File: src/rtl/uart_tx_frame_sched_if.sv
// uart_tx_frame_sched_if: requester, frame-status and transmitter signals of the frame scheduler
interface uart_tx_frame_sched_if #(parameter int NREQ = 4);
    logic [2:0]        baud_sel_i;
    logic [NREQ-1:0]   req_i;
    logic [NREQ*8-1:0] req_len_i;
    logic [NREQ*8-1:0] req_data_i;
    logic [NREQ-1:0]   req_pop_o;
    logic [NREQ-1:0]   grant_o;
    logic [NREQ-1:0]   frame_done_o;
    logic              frame_err_o;
    logic              busy_o;
    logic              tx_start_o;
    logic [7:0]        tx_data_o;
    logic [3:0]        tx_baud_sel_o;
    logic              tx_done_i;
    modport master (
        input  baud_sel_i, req_i, req_len_i, req_data_i, tx_done_i,
        output req_pop_o, grant_o, frame_done_o, frame_err_o, busy_o, tx_start_o, tx_data_o, tx_baud_sel_o
    );
    modport slave (
        output baud_sel_i, req_i, req_len_i, req_data_i, tx_done_i,
        input  req_pop_o, grant_o, frame_done_o, frame_err_o, busy_o, tx_start_o, tx_data_o, tx_baud_sel_o
    );
endinterface

File: src/rtl/uart_tx_frame_sched.sv
// uart_tx_frame_sched: round-robin framer sharing one uart_tx among NREQ requesters
module uart_tx_frame_sched #(
    parameter int         NREQ         = 4,
    parameter logic [7:0] HDR_BYTE     = 8'hAA,
    parameter int         TIMEOUT_CLKS = 2000000
) (
    input logic clk,
    input logic rst_n,
    uart_tx_frame_sched_if.master bus
);
    localparam int WW = $clog2(TIMEOUT_CLKS + 1);
    localparam logic [WW-1:0] TO = WW'(TIMEOUT_CLKS);
    localparam logic [2:0] LAST = 3'(NREQ - 1);
    typedef enum logic [2:0] {IDLE, ARB, HDR, ID, LEN, PAY, CSUM, END} state_t;
    state_t state, state_d;
    logic wait_q, found, byte_st, start, adv, tout;
    logic [WW-1:0] wd, wd_nxt;
    logic [7:0] cnt, len_q, csum, data_q, cur;
    logic [2:0] id_q, rr, win, idx;
    logic [3:0] sum, baud_q;
    logic [NREQ-1:0] grant_q, sh;
    // lowest rotated offset from rr wins, so scan downwards and keep the last hit
    always_comb begin
        found = 1'b0;
        win = '0;
        sum = '0;
        idx = '0;
        sh = '0;
        for (int i = NREQ - 1; i >= 0; i--) begin
            sum = {1'b0, rr} + 4'(i);
            idx = 3'(sum >= 4'(NREQ) ? sum - 4'(NREQ) : sum);
            sh = bus.req_i >> idx;
            if (sh[0]) begin
                found = 1'b1;
                win = idx;
            end
        end
    end
    always_comb begin
        byte_st = state inside {HDR, ID, LEN, PAY, CSUM};
        start = byte_st && !wait_q;
        wd_nxt = wd + WW'(1);
        adv = byte_st && wait_q && bus.tx_done_i;
        tout = byte_st && wait_q && !bus.tx_done_i && wd_nxt == TO;
        cur = state == HDR ? HDR_BYTE :
              state == ID  ? {5'd0, id_q} :
              state == LEN ? len_q :
              state == PAY ? 8'(bus.req_data_i >> {id_q, 3'd0}) : csum;
        state_d = state;
        case (state)
            IDLE:    state_d = |bus.req_i ? ARB : IDLE;
            ARB:     state_d = found ? HDR : IDLE;
            HDR:     state_d = adv ? ID : HDR;
            ID:      state_d = adv ? LEN : ID;
            LEN:     state_d = adv ? (len_q == 8'd0 ? CSUM : PAY) : LEN;
            PAY:     state_d = adv ? (cnt == len_q ? CSUM : PAY) : PAY;
            CSUM:    state_d = adv ? END : CSUM;
            default: state_d = IDLE;
        endcase
        if (tout) state_d = IDLE;
    end
    always_ff @(posedge clk or negedge rst_n) begin
        if (!rst_n) begin
            state   <= IDLE;
            wait_q  <= 1'b0;
            wd      <= '0;
            cnt     <= '0;
            len_q   <= '0;
            csum    <= '0;
            data_q  <= '0;
            id_q    <= '0;
            rr      <= '0;
            grant_q <= '0;
            baud_q  <= '0;
        end else begin
            state  <= state_d;
            wait_q <= start || (wait_q && !adv && !tout);
            wd     <= start ? '0 : wait_q ? wd_nxt : wd;
            if (state == IDLE) baud_q <= {1'b0, bus.baud_sel_i};
            if (start) data_q <= cur;
            if (state == ARB) begin
                id_q    <= win;
                len_q   <= 8'(bus.req_len_i >> {win, 3'd0});
                grant_q <= found ? NREQ'(1) << win : '0;
                csum    <= '0;
                cnt     <= '0;
            end
            if (start && state inside {ID, LEN, PAY}) csum <= csum ^ cur;
            if (start && state == PAY) cnt <= cnt + 8'd1;
            if (state == END || tout) begin
                grant_q <= '0;
                rr      <= id_q == LAST ? '0 : id_q + 3'd1;
            end
        end
    end
    assign bus.tx_start_o    = start;
    assign bus.tx_data_o     = start ? cur : data_q;
    assign bus.req_pop_o     = (start && state == PAY) ? grant_q : '0;
    assign bus.frame_done_o  = state == END ? grant_q : '0;
    assign bus.frame_err_o   = tout;
    assign bus.grant_o       = grant_q;
    assign bus.busy_o        = |grant_q;
    assign bus.tx_baud_sel_o = baud_q;
endmodule

File: src/flat_wrapper.sv
// flat-port wrapper written by rule: the top's interface ports become plain ports
module uart_tx_frame_sched_flat 
#(
    parameter int         NREQ         = 4,
    parameter logic [7:0] HDR_BYTE     = 8'hAA,
    parameter int         TIMEOUT_CLKS = 2000000
)
  (clk, rst_n, bus_baud_sel_i, bus_req_i, bus_req_len_i, bus_req_data_i, bus_tx_done_i, bus_req_pop_o, bus_grant_o, bus_frame_done_o, bus_frame_err_o, bus_busy_o, bus_tx_start_o, bus_tx_data_o, bus_tx_baud_sel_o);
  uart_tx_frame_sched_if #(.NREQ(NREQ)) bus_i ();
  input logic clk;
  input logic rst_n;
  input wire logic [$bits(bus_i.baud_sel_i)-1:0] bus_baud_sel_i;
  input wire logic [$bits(bus_i.req_i)-1:0] bus_req_i;
  input wire logic [$bits(bus_i.req_len_i)-1:0] bus_req_len_i;
  input wire logic [$bits(bus_i.req_data_i)-1:0] bus_req_data_i;
  input wire logic [$bits(bus_i.tx_done_i)-1:0] bus_tx_done_i;
  output wire logic [$bits(bus_i.req_pop_o)-1:0] bus_req_pop_o;
  output wire logic [$bits(bus_i.grant_o)-1:0] bus_grant_o;
  output wire logic [$bits(bus_i.frame_done_o)-1:0] bus_frame_done_o;
  output wire logic [$bits(bus_i.frame_err_o)-1:0] bus_frame_err_o;
  output wire logic [$bits(bus_i.busy_o)-1:0] bus_busy_o;
  output wire logic [$bits(bus_i.tx_start_o)-1:0] bus_tx_start_o;
  output wire logic [$bits(bus_i.tx_data_o)-1:0] bus_tx_data_o;
  output wire logic [$bits(bus_i.tx_baud_sel_o)-1:0] bus_tx_baud_sel_o;
  assign bus_i.baud_sel_i = bus_baud_sel_i;
  assign bus_i.req_i = bus_req_i;
  assign bus_i.req_len_i = bus_req_len_i;
  assign bus_i.req_data_i = bus_req_data_i;
  assign bus_i.tx_done_i = bus_tx_done_i;
  assign bus_req_pop_o = bus_i.req_pop_o;
  assign bus_grant_o = bus_i.grant_o;
  assign bus_frame_done_o = bus_i.frame_done_o;
  assign bus_frame_err_o = bus_i.frame_err_o;
  assign bus_busy_o = bus_i.busy_o;
  assign bus_tx_start_o = bus_i.tx_start_o;
  assign bus_tx_data_o = bus_i.tx_data_o;
  assign bus_tx_baud_sel_o = bus_i.tx_baud_sel_o;
  uart_tx_frame_sched #(.NREQ(NREQ), .HDR_BYTE(HDR_BYTE), .TIMEOUT_CLKS(TIMEOUT_CLKS)) u_core (.clk(clk), .rst_n(rst_n), .bus(bus_i));
endmodule
File: config.mk
export PLATFORM = sky130hd
export DESIGN_NAME = uart_tx_frame_sched_flat
export DESIGN_NICKNAME = d
export VERILOG_FILES = /design/src/rtl/uart_tx_frame_sched_if.sv /design/src/rtl/uart_tx_frame_sched.sv /design/src/flat_wrapper.sv
export SDC_FILE = /design/constraint.sdc
export NUM_CORES = 1
export LEC_CHECK = 0
export ABC_CLOCK_PERIOD_IN_PS = 8400
export CAP_MARGIN = 20
export CORE_MARGIN = 10
export CORE_UTILIZATION = 29
export CTS_BUF_LIST = sky130_fd_sc_hd__clkbuf_4 sky130_fd_sc_hd__clkbuf_8
export DETAILED_ROUTE_END_ITERATION = 6
export HOLD_SLACK_MARGIN = 0.12
export PLACE_DENSITY = 0.59
export SKIP_CTS_REPAIR_TIMING = 1
export SLEW_MARGIN = 20
export SYNTH_ARGS = -nofsm -noshare
export SYNTH_HDL_FRONTEND = slang
export SYNTH_SLANG_ARGS = --single-unit
File: constraint.sdc
create_clock -name clk -period 8.4 [get_ports clk]
set_clock_uncertainty 0.2 [all_clocks]
set_input_delay 1.26 -clock clk [delete_from_list [all_inputs] [get_ports clk]]
set_output_delay 1.26 -clock clk [all_outputs]
set_load 0.005 [all_outputs]
== Word-level counts from Yosys, hierarchy flattened ==
Cells that the tools add are included.

* Bits in registers: 70
* Word-level logic and storage cells: 107

* Shifts and indexed selects: 7
* Add/subtract/negate cells: 10
* Magnitude comparators: 4
* Equality and inequality tests: 10
* Mux-type cells: 39
* Reductions and logical operators: 25
* Bitwise logic cells: 1

{| class="wikitable"
|+ Operator list
! operator !! count
|-
| $mux W8 || 8
|-
| $shr A32 B6 Y8 || 2
|-
| $mux W21 || 2
|-
| $mux W3 || 13
|-
| $add A21 B1 Y21 const B || 1
|-
| $eq A21 B21 Y1 const B || 1
|-
| $pmux W3 S7 || 1
|-
| $mux W4 || 5
|-
| $shr A4 B3 Y1 || 4
|-
| $eq A3 B3 Y1 const B || 4
|-
| $ge A4 B3 Y1 const B || 3
|-
| $sub A3 B3 Y3 const B || 4
|-
| $eq A3 B2 Y1 const B || 3
|-
| $logic_and A1 B1 Y1 || 9
|-
| $add A3 B2 Y4 const B || 2
|-
| $add A8 B1 Y8 const B || 1
|-
| $eq A8 B8 Y1 || 1
|-
| $logic_not A8 Y1 || 1
|-
| $reduce_bool A2 Y1 || 4
|-
| $reduce_or A4 Y1 || 2
|-
| $xor A8 B8 Y8 || 1
|-
| $mux W1 || 7
|-
| $mux W2 || 3
|-
| $reduce_bool A5 Y1 || 1
|-
| 9 further kinds || 13
|}

== Depth between registers and ports, before layout ==
* Depth in word-level cells: 12
* Gate-level depth with buffers: 11
* Depth with buffers taken out: 9

== Worst setup path after synthesis ==
OpenSTA, ideal clock, no wires.

* Kind: input-to-output
* From: in bus_tx_done_i
* To: out bus_frame_err_o
* Stages: 5
* Slack: 4.240 ns
* Arrival time: 2.700 ns
* Required time: 6.940 ns
* Cell sequence: nand4b_1 > or4b_4 > a211oi_2 > o221ai_2 > nor4b_4

* Word-level cells in the longest chain between the ends: 3

{| class="wikitable"
|+ RTL lines
! what !! line !! RTL
|-
| start, declared || flat_wrapper.sv:16 || <nowiki>input wire logic [$bits(bus_i.tx_done_i)-1:0] bus_tx_done_i;</nowiki>
|-
| $logic_not A1 Y1 || uart_tx_frame_sched.sv:44 || <nowiki>tout = byte_st && wait_q && !bus.tx_done_i && wd_nxt == TO;</nowiki>
|-
| $logic_and A1 B1 Y1 (2 in a row) || uart_tx_frame_sched.sv:44 ||
|-
| end, declared || flat_wrapper.sv:20 || <nowiki>output wire logic [$bits(bus_i.frame_err_o)-1:0] bus_frame_err_o;</nowiki>
|}

Every way passes these cells.

== Final worst setup path ==
Same ends and word-level chain as after synthesis.

==> summary.txt <==
Critical path
  – Top Family by Delay on Critical Path: simple AND/OR/NAND/NOR gates
  – Cell count of the worst reg-to-reg path: 8
  – Worst EP required: about 7000 ps
  – Worst Path Buf+Inv: 2
  – CP Cell Sequence: clkdlybuf4s50_1, nand4b_1, or4b_4, a211oi_2, o221ai_2, nor4b_4, clkdlybuf4s50_1
  – Worst Setup EP: bus_frame_err_o
  – CP Capture Type: output port
  – Slowest CP cell: clkdlybuf4s50_1
  – CP Launch Point: bus_tx_done_i
  – R2r startpoint: u_core.wd[0]
  – Worst Setup Start Kind: input port
  – Crit Path Category: in -> out
  – Crit-path max FO: 5
  – Slowest cell delay on critical path: just over 600 ps
  – R2r setup slk: roughly 4800 ps
  – Crit path arrival time: 4010 ps
  – Most frequent CP cell: clkdlybuf4s50_1
  – FF-to-FF End: u_core.wait_q
  – Instance count on the critical path: 7

Logic synthesis
  – Sequential area share after synthesis: between 30% and 40%
  – Ys async rst share: 100%
  – Area share of the largest cell type after synthesis: a little under two fifths
  – Yosys cell types: 70
  – Top FF cell, synth: dfrtp_1
  – Mapped Avg Cell Area: ~8.8 µm²
  – Synth Register Bits: 70
  – Syn Std Cell Area: around 4800 µm²
  – EDFF count, synth: 0
  – Synth Warn #: 0
  – Synth Instances: roughly 540
  – Synth area leader: dfrtp_1
  – Syn Nets: between 600 and 700
  – Synth area leaders: dfrtp_1 37%, o21ai_0 6.8%, mux2i_1 4.8%

Timing
  – Period Utilization, post-route: 65.1%
  – Setup TNS: 0 ps
  – Final min period: ~5500 ps
  – Worst Tran Pin Value: roughly 930 ps
  – Unrepaired setup endpoints after global routing: no
  – Final setup fails: 0
  – Hold WS: slightly above 300 ps
  – Slew headroom: 38.2%
  – Max frequency: 0.183 GHz
  – Max Slew Vio Count: 0
  – Final Hold Viols: 0

Final layout
  – Commonest non-fill, non-tap cells in the layout: 98 x clkdlybuf4s50_1, 70 x dfrtp_1, 65 x o21ai_0, 60 x nand2_1, 43 x nor2_1
  – Antenna cell count: 0
  – Fill cells: around 1600
  – Core Util, Final: about two fifths
  – FF+latch area: approximately 1800 µm²
  – P&R area growth vs syn: 28.6%
  – Non-Filler Instances: 839
  – Area of the multi-input gates: approximately 2800 µm²
  – Fin nets: 698
  – Commonest non-fill, non-tap cell in the layout: clkdlybuf4s50_1
  – Share of layout cells above drive strength 1: between 7 and 8%

Drt
  – Initial drt markers: approximately 450
  – DRT Wirelength: around 14 mm
  – DR vias: between 4000 and 5000
  – Post-DRT Antenna Nets: 0
  – TritonRoute pass-1 iters: 7
  – Wire per inst: around 17 µm
  – DRC Markers: 0
  – Vias/cell: roughly 5.4

Clocking
  – CTS tree: yes
  – H-tree depth: 3
  – Number of CTS-inserted buffers: 9
  – Clock sinks: 70
  – Clock transition at path regs: ~80 ps
  – Clk_lat worst skew: ~360 ps
  – CTS Buffer Depth: 2
  – CTS root buf: clkbuf_8

Placed design
  – Dpl hpwl: roughly 10 mm
  – Placed cells: between 800 and 900
  – IO buf count: between 90 and 100
  – GP Congestion: about 0.85

Pwr
  – Clock Power Share: between 20% and 30%
  – Internal cell power: roughly 1.0 mW
  – Seq pwr share: around 34%
  – Gate power share: a little under half
  – Switching Fraction: between 40% and 50%
  – Pwr/cell area: 289 nW/µm²
  – Net Switching: around 0.72 mW
  – Design Power: 1.77 mW
  – Pleak: about 2.4 nW
  – Peak VDD IR: about 100 µV

Global routing
  – GRT overflow: 0
  – Antenna violations before repair: 0
  – Pin count of the biggest net entering global routing: 71
  – First-pass GRT wire length: 23.1 mm
  – Vias in the first global route: about 4500
  – GRT Total Usage: between 10% and 20%

Floorplanning
  – Number of I/O pins: between 100 and 150
  – Core Box Area: between 15000 and 20000 µm²
  – Die Y: 148 µm
  – Width of the die: 148 µm
  – Die area: between 20000 and 25000 µm²
  – Initial Utilization: between 20% and 30%
  – Row count: 46

Job
  – Maxcap violations: 0

Run status
  – Status: finished, final reports clean

Hold path
  – Min-delay worst type: reg -> reg
-- how the worst min path moves through the flow --
stage	from	to	slack, ps	cells after the start
floorplan	u_core.csum[0]	u_core.csum[0]	260	1
global placement	u_core.data_q[4]	u_core.data_q[4]	280	2
detailed placement	u_core.data_q[2]	u_core.data_q[2]	290	2
CTS	u_core.csum[0]	u_core.csum[0]	300	1
global route	u_core.csum[0]	u_core.csum[0]	310	1
finish	u_core.data_q[0]	u_core.data_q[0]	300	2
-- per-stage QoR --
stage          area, µm²  setup slack, ps
2_1_floorplan       4760             4240
3_3_place_gp        5860             2960
3_5_place_dp        5870             2920
4_1_cts             6120             2920
5_1_grt             6120             2810
6_report            6120             2930
-- layer usage --
metal | track usage (%) | routed length (µm)
met2 | 21.6 | 6960
met1 | 15.0 | 5970
met3 | 3.67 | 824
met5 | 0 | 0
met4 | 4.61 | 289
-- state kept, by name, summed over array words and instances (netlist names) --
signal                    cells
u_core.bus.grant_o            4
u_core.bus.tx_baud_sel_o      3
u_core.cnt                    8
u_core.csum                   8
u_core.data_q                 8
u_core.id_q                   3
u_core.len_q                  8
u_core.rr                     3
u_core.state                  3
u_core.wait_q                 1
u_core.wd                    21
-- cells by family (layout without fill, tap and decap cells) --
family	after synthesis	after routing	synth area share (%)
and+or+nand+nor	208	208	23.1
DFF	70	70	36.8
buffers and inverters	49	130	4.55
adders and majority gates	6	6	1.58
muxes	38	38	10.6
other	1	1	0.0788
xor gates and xnor gates	11	11	2.02
AOI/OAI and AO/OA	159	159	21.3
-- synth_stat cells, types with 3 or more instances --
master / instances
buf_4: 3
nand2_1: 60
xor2_1: 8
a222oi_1: 3
and2_1: 14
a21oi_1: 26
buf_2: 4
mux2i_1: 23
o22ai_1: 4
nor4_1: 8
o211ai_1: 8
nor4b_1: 3
clkbuf_1: 22
nor3_1: 10
o31ai_1: 12
or4_1: 5
nand3b_1: 4
nand4_1: 8
nor2b_1: 9
buf_1: 4
and4_1: 3
o21ai_0: 65
and3_1: 7
dfrtp_1: 70
a211oi_1: 4
mux4_2: 9
nand3_1: 14
ha_1: 6
nor2_1: 44
nand2b_1: 5
mux2_2: 5
inv_1: 12
xnor2_1: 3
a221oi_1: 8
a31oi_1: 3
-- power groups by stage --
stage               clock (mW)  combinational (mW)  sequential (mW)
floorplan                    0               0.617            0.510
global placement             0               0.803            0.601
detailed placement           0               0.821            0.608
CTS                      0.361               0.825            0.603
global route             0.374               0.901            0.625
finish                   0.354               0.810            0.605
-- area by class of cell --
type,instances,area share (%)
Inverter,13,0.797
Timing Repair Buffer,101,16.3
Clock buffer,11,2.47
Tap cell,216,4.41
Sequential cell,70,28.6
Multi-Input combinational cell,423,45.6
Clock inverter,5,1.72
-- worst register-to-register path, stage by stage (launching register included) --
cell and delay (ps):
dfrtp_1 420, ha_1 280, nand2_1 200, nor3_1 480
nand3_1 220, o211a_1 310, or4_1 540, nor4_1 630
o21ai_0 200
Note: power is estimated with default switching activity, not from simulation.
